--- src/rtl/dpram_port_sequencer.sv ---
// Request-side sequencer for one port of a dual-port memory: registered port pins,
// read-latency tracking and a credit-protected response FIFO.
module dpram_port_sequencer #(
    parameter int WIDTH      = 12,
    parameter int ADDR_WIDTH = 10,
    parameter int RD_LAT     = 1,
    parameter int RSP_DEPTH  = 4
) (
    input  logic                               i_clk,
    input  logic                               i_rst,
    input  logic                               i_req_valid,
    output logic                               o_req_ready,
    input  logic                               i_req_we,
    input  logic [ADDR_WIDTH-1:0]              i_req_addr,
    input  logic [WIDTH-1:0]                   i_req_wdata,
    output logic                               o_mem_en,
    output logic                               o_mem_we,
    output logic [ADDR_WIDTH-1:0]              o_mem_addr,
    output logic [WIDTH-1:0]                   o_mem_din,
    input  logic [WIDTH-1:0]                   i_mem_dout,
    output logic                               o_rsp_valid,
    input  logic                               i_rsp_ready,
    output logic [WIDTH-1:0]                   o_rsp_rdata,
    output logic [$clog2(RSP_DEPTH+1)-1:0]     o_rd_pending
);

    localparam int CW = $clog2(RSP_DEPTH + 1);
    localparam int PW = $clog2(RSP_DEPTH);

    logic                  en_q, en_d;
    logic                  we_q, we_d;
    logic [ADDR_WIDTH-1:0] addr_q, addr_d;
    logic [WIDTH-1:0]      din_q, din_d;
    logic [RD_LAT:0]       vld_pipe_q, vld_pipe_d;
    logic [WIDTH-1:0]      fifo_q [RSP_DEPTH];
    logic [PW-1:0]         wr_ptr_q, wr_ptr_d;
    logic [PW-1:0]         rd_ptr_q, rd_ptr_d;
    logic [CW-1:0]         count_q, count_d;

    logic [CW-1:0]         inflight;
    logic [CW-1:0]         pending;
    logic                  accept;
    logic                  rd_accept;
    logic                  push;
    logic                  pop;

    // Credits cover both queued and in-flight reads, so a returning word always has a slot.
    always_comb begin
        inflight = '0;
        for (int i = 0; i <= RD_LAT; i++) begin
            inflight = inflight + CW'(vld_pipe_q[i]);
        end
        pending = count_q + inflight;
    end

    assign o_req_ready  = !i_rst && (pending < CW'(RSP_DEPTH));
    assign accept       = i_req_valid && o_req_ready;
    assign rd_accept    = accept && !i_req_we;
    assign push         = vld_pipe_q[RD_LAT];
    assign o_rsp_valid  = (count_q != '0);
    assign pop          = o_rsp_valid && i_rsp_ready;
    assign o_rsp_rdata  = fifo_q[rd_ptr_q];
    assign o_rd_pending = pending;

    assign o_mem_en   = en_q;
    assign o_mem_we   = we_q;
    assign o_mem_addr = addr_q;
    assign o_mem_din  = din_q;

    always_comb begin
        en_d       = accept;
        we_d       = accept && i_req_we;
        addr_d     = addr_q;
        din_d      = din_q;
        if (accept) begin
            addr_d = i_req_addr;
            din_d  = i_req_we ? i_req_wdata : '0;
        end
        // Stage k high means the read accepted k edges ago; the last stage lines up with dout.
        vld_pipe_d = {vld_pipe_q[RD_LAT-1:0], rd_accept};
        wr_ptr_d   = push ? wr_ptr_q + PW'(1) : wr_ptr_q;
        rd_ptr_d   = pop  ? rd_ptr_q + PW'(1) : rd_ptr_q;
        count_d    = count_q + CW'(push) - CW'(pop);
    end

    always_ff @(posedge i_clk) begin
        if (i_rst) begin
            en_q       <= 1'b0;
            we_q       <= 1'b0;
            addr_q     <= '0;
            din_q      <= '0;
            vld_pipe_q <= '0;
            wr_ptr_q   <= '0;
            rd_ptr_q   <= '0;
            count_q    <= '0;
            for (int i = 0; i < RSP_DEPTH; i++) begin
                fifo_q[i] <= '0;
            end
        end else begin
            en_q       <= en_d;
            we_q       <= we_d;
            addr_q     <= addr_d;
            din_q      <= din_d;
            vld_pipe_q <= vld_pipe_d;
            wr_ptr_q   <= wr_ptr_d;
            rd_ptr_q   <= rd_ptr_d;
            count_q    <= count_d;
            if (push) begin
                fifo_q[wr_ptr_q] <= i_mem_dout;
            end
        end
    end

endmodule

--- config.mk ---
export PLATFORM = sky130hd
export DESIGN_NAME = dpram_port_sequencer
export DESIGN_NICKNAME = d
export VERILOG_FILES = /design/src/rtl/dpram_port_sequencer.sv
export SDC_FILE = /design/constraint.sdc
export NUM_CORES = 1
export LEC_CHECK = 0
export CORE_MARGIN = 5
export CORE_UTILIZATION = 50
export DETAILED_ROUTE_END_ITERATION = 12
export MAX_ROUTING_LAYER = met4
export PLACE_DENSITY = 0.8
export SYNTH_ARGS = -nofsm -noshare
export SYNTH_HDL_FRONTEND = slang
export SYNTH_SLANG_ARGS = --single-unit
--- constraint.sdc ---
create_clock -name i_clk -period 2.9 [get_ports i_clk]
set_clock_uncertainty 0.1 [all_clocks]
set_input_delay 0.435 -clock i_clk [delete_from_list [all_inputs] [get_ports i_clk]]
set_output_delay 0.435 -clock i_clk [all_outputs]
set_load 0.02 [all_outputs]
==> impl_results.md <==
* Syn_nets at 328
* Hold Crit Depth at 2
* Minimum clock period at 2.69 ns
* Post-synth EDFFs at 48
* Unrepaired setup endpoints after global routing: no
* Hold-fix buffers at CTS at 0
* #FFs+latches synth at 83
* Synth top area cells: edfxtp_1 (41%), dfxtp_1 (20%), mux4_2 (7.6%), nand2b_1 (4.2%), nor2_1 (3.6%)
* Startpoint types: register
* Clk buf depth at 2
* Commonest cells post-synth: edfxtp_1 (48), dfxtp_1 (35), nor2_1 (34)
* Vias/cell at 4.92
* Die W at 94.1 um
* CP max stage cell: dfxtp_1
* Filler cell count at 529
* Slowest Stage Delay on Critical Path at 0.44 ns
* Core Footprint at 0.00683 mm2
* DRT Pass-1 Iters at 4
* Post-synth top area share at 40.8%
* Critical Path RT at 2.37 ns
* I/O Pins at 80
* R2r endpoint: o_mem_addr[9]
* DIE HEIGHT at 94.1 um
* CTS tree: built
* Setup TNS at 0 ns
* Synth async-reset ratio at 0%
* Reg2reg setup slack at 0.57 ns
* Post-DP Area at 0.00442 mm2
* Fin. max-slew vios at 0
* Worst setup path class: reg -> out
* Antenna Nets Post-Route at 0
* Via count at 2301
* Worst Setup End Kind: primary output
* Post-route design area at 0.00463 mm2
* DRC at 0
* Fin crit share at 92.7%
* Final setup violating endpoints at 0
* YS warnings at 0
* Layout cells sized above 1 at 14.0%
* GRT overflow at 0
* Clock sink total at 83
* CP Cell Sequence: inv_2 -> fa_1 -> inv_1 -> ha_1 -> xnor2_2 -> inv_1 -> nor2_1 -> dlygate4sd2_1
* DIE AREA at 0.00885 mm2
* Routed wire length at 7.13 mm
* H-Tree Level Count at 3
* Unique cell type count in the Yosys netlist at 35
* Hold Path End: o_mem_din[7]
* Nets at 411
* Worst r2r src: vld_pipe_q[1]
* Vias in the first global route at 2562
* Ys flop type: edfxtp_1
* Starting Density at 51.8%
* R2r worst-path depth at 9
* Tot GR Track Use at 18.4%
* Mapped Cells at 284
* Yosys top cell by area: edfxtp_1
* Post-synthesis area per instance at 12.5 um2
* Antenna violations before repair at 0
* Lkg Pwr at 1.82 nW
* Crit path max fanout at 6
* Outcome: complete, no violations
* Mapped Area at 0.00354 mm2
* Port Buffer Count at 79
* Hold Path Origin: o_mem_din[7]
* Power Density at 692 mW/mm2
* WL/cell at 15.2 um
* Register area share after synthesis at 60.6%
* GP Congestion at 0.750
* First-iteration detailed-routing DRC count at 151
* Post-route setup slack at 0.212 ns
* Final core utilization at 67.7%
* Tightest Pin Transition at 0.983 ns
* Achievable Freq at 0.372 GHz
* Antenna cell count at 0
* Max-slew headroom at 34.3%
* Cell Rows at 30
* Pre-CTS worst setup slack at 0.256 ns
* Final HPWL DP at 4.89 mm
* Most frequent cell after synthesis: edfxtp_1
* Layout overhead on the synthesized area at 30.8%
* Largest net degree at the start of global routing at 18
* Max Cap Viol at 0
* Crit path top cell by count: inv_1
* Worst-skew pair later-pin latency at 0.35 ns
* First-pass GRT wire length at 11.9 mm
* VDD IR max at 0.420 mV
* Hold crit path type: reg -> reg
* Clock transition at path regs at 0.08 ns
* Root buf cell: clkbuf_8
* Pwr Total at 3.20 mW
* Clock buffer count from CTS at 9
* Final Hold Fails at 0
* Arrival time worst endpoint at 2.15 ns
==> final cells by class <==
type	instances	area (um2)	share of cell area [%]
Clock buffer	9	124	2.68
Clock inverter	7	77.6	1.68
Inverter	21	78.8	1.70
Multi-Input combinational cell	165	1230	26.6
Sequential cell	83	2140	46.3
Tap cell	96	120	2.60
Timing Repair Buffer	87	852	18.4
==> worst max-delay path, delay by kind of cell (launching register included) <==
kind / cells / cell delay (ns)
buffers and inverters: 4 / 0.59
adders and majority gates: 2 / 0.56
DFF: 1 / 0.44
xor gates and xnor gates: 1 / 0.12
and+or+nand+nor: 1 / 0.09
==> sequential cells by signal, indices dropped and copies added (netlist names), named ones only <==
signal,count
wr_ptr_q,2
o_mem_din,12
o_mem_addr,10
fifo_q,48
vld_pipe_q,2
rd_ptr_q,2
count_q,3
o_mem_we,1
o_mem_en,1
==> what timing repair did <==
action	in CTS	in global routing
buffers inserted	0	0
gates resized for setup	1	1
endpoints found under the setup margin	1	1
==> cells in the final DEF, fill, tap and decap left out, drive strengths merged, types with 2 or more instances in the layout <==
master,synthesis,layout
nor2,34,34
xor2,3,3
nor2b,3,3
nand3,10,10
ha,3,3
inv,21,22
o21bai,2,2
clkdlybuf4s50,0,77
xnor2,3,3
edfxtp,48,48
nand2b,24,24
dfxtp,35,35
o21ai,10,10
mux4,12,12
mux2i,12,12
fa,2,2
clkbuf,5,9
buf,10,8
nand2,26,26
and2,13,13
clkinvlp,0,4
==> layer usage <==
metal,track usage [%],vias up,wire [um]
met5,-,-,0
li1,-,1134,-
met1,20.4,1087,3030
met2,30.8,70,3500
met3,6.01,10,492
met4,7.22,0,118
==> kinds of logic (layout without fill, tap and decap cells) <==
group	after synthesis	count (layout)	synth area share, %
AOI/OAI and AO/OA	15	15	3.54
xor gates and xnor gates	6	6	1.70
adders and majority gates	5	5	2.19
buffers and inverters	36	124	4.60
DFF	83	83	60.6
muxes	24	24	11.0
and+or+nand+nor	115	115	16.3
==> stage by stage <==
stage	hold slack [ns]	std cells
floorplan	0.354	284
global route	0.407	468
detailed placement	0.369	452
CTS	0.381	468
global placement	0.362	452
finish	0.380	468
==> how the worst max path moves through the flow <==
stage | slack, ns | startpoint | end
global placement | 0.34 | vld_pipe_q[1] | o_req_ready
floorplan | 0.46 | vld_pipe_q[1] | o_req_ready
detailed placement | 0.26 | i_rst | fifo_q[1][7]
CTS | 0.05 | vld_pipe_q[1] | o_rd_pending[2]
finish | 0.21 | vld_pipe_q[1] | o_req_ready
global route | 0.03 | vld_pipe_q[1] | o_req_ready
==> report_power, final <==
| group | internal (mW) | switching [mW] | total, mW | leakage [nW] |
|---|---|---|---|---|
| clock | 0.402 | 0.440 | 0.841 | 0.0881 |
| sequential | 1.35 | 0.0734 | 1.42 | 0.783 |
| combinational | 0.483 | 0.458 | 0.941 | 0.954 |
| total | 2.23 | 0.971 | 3.20 | 1.82 |
No activity file was read; power rests on OpenSTA's default activity.
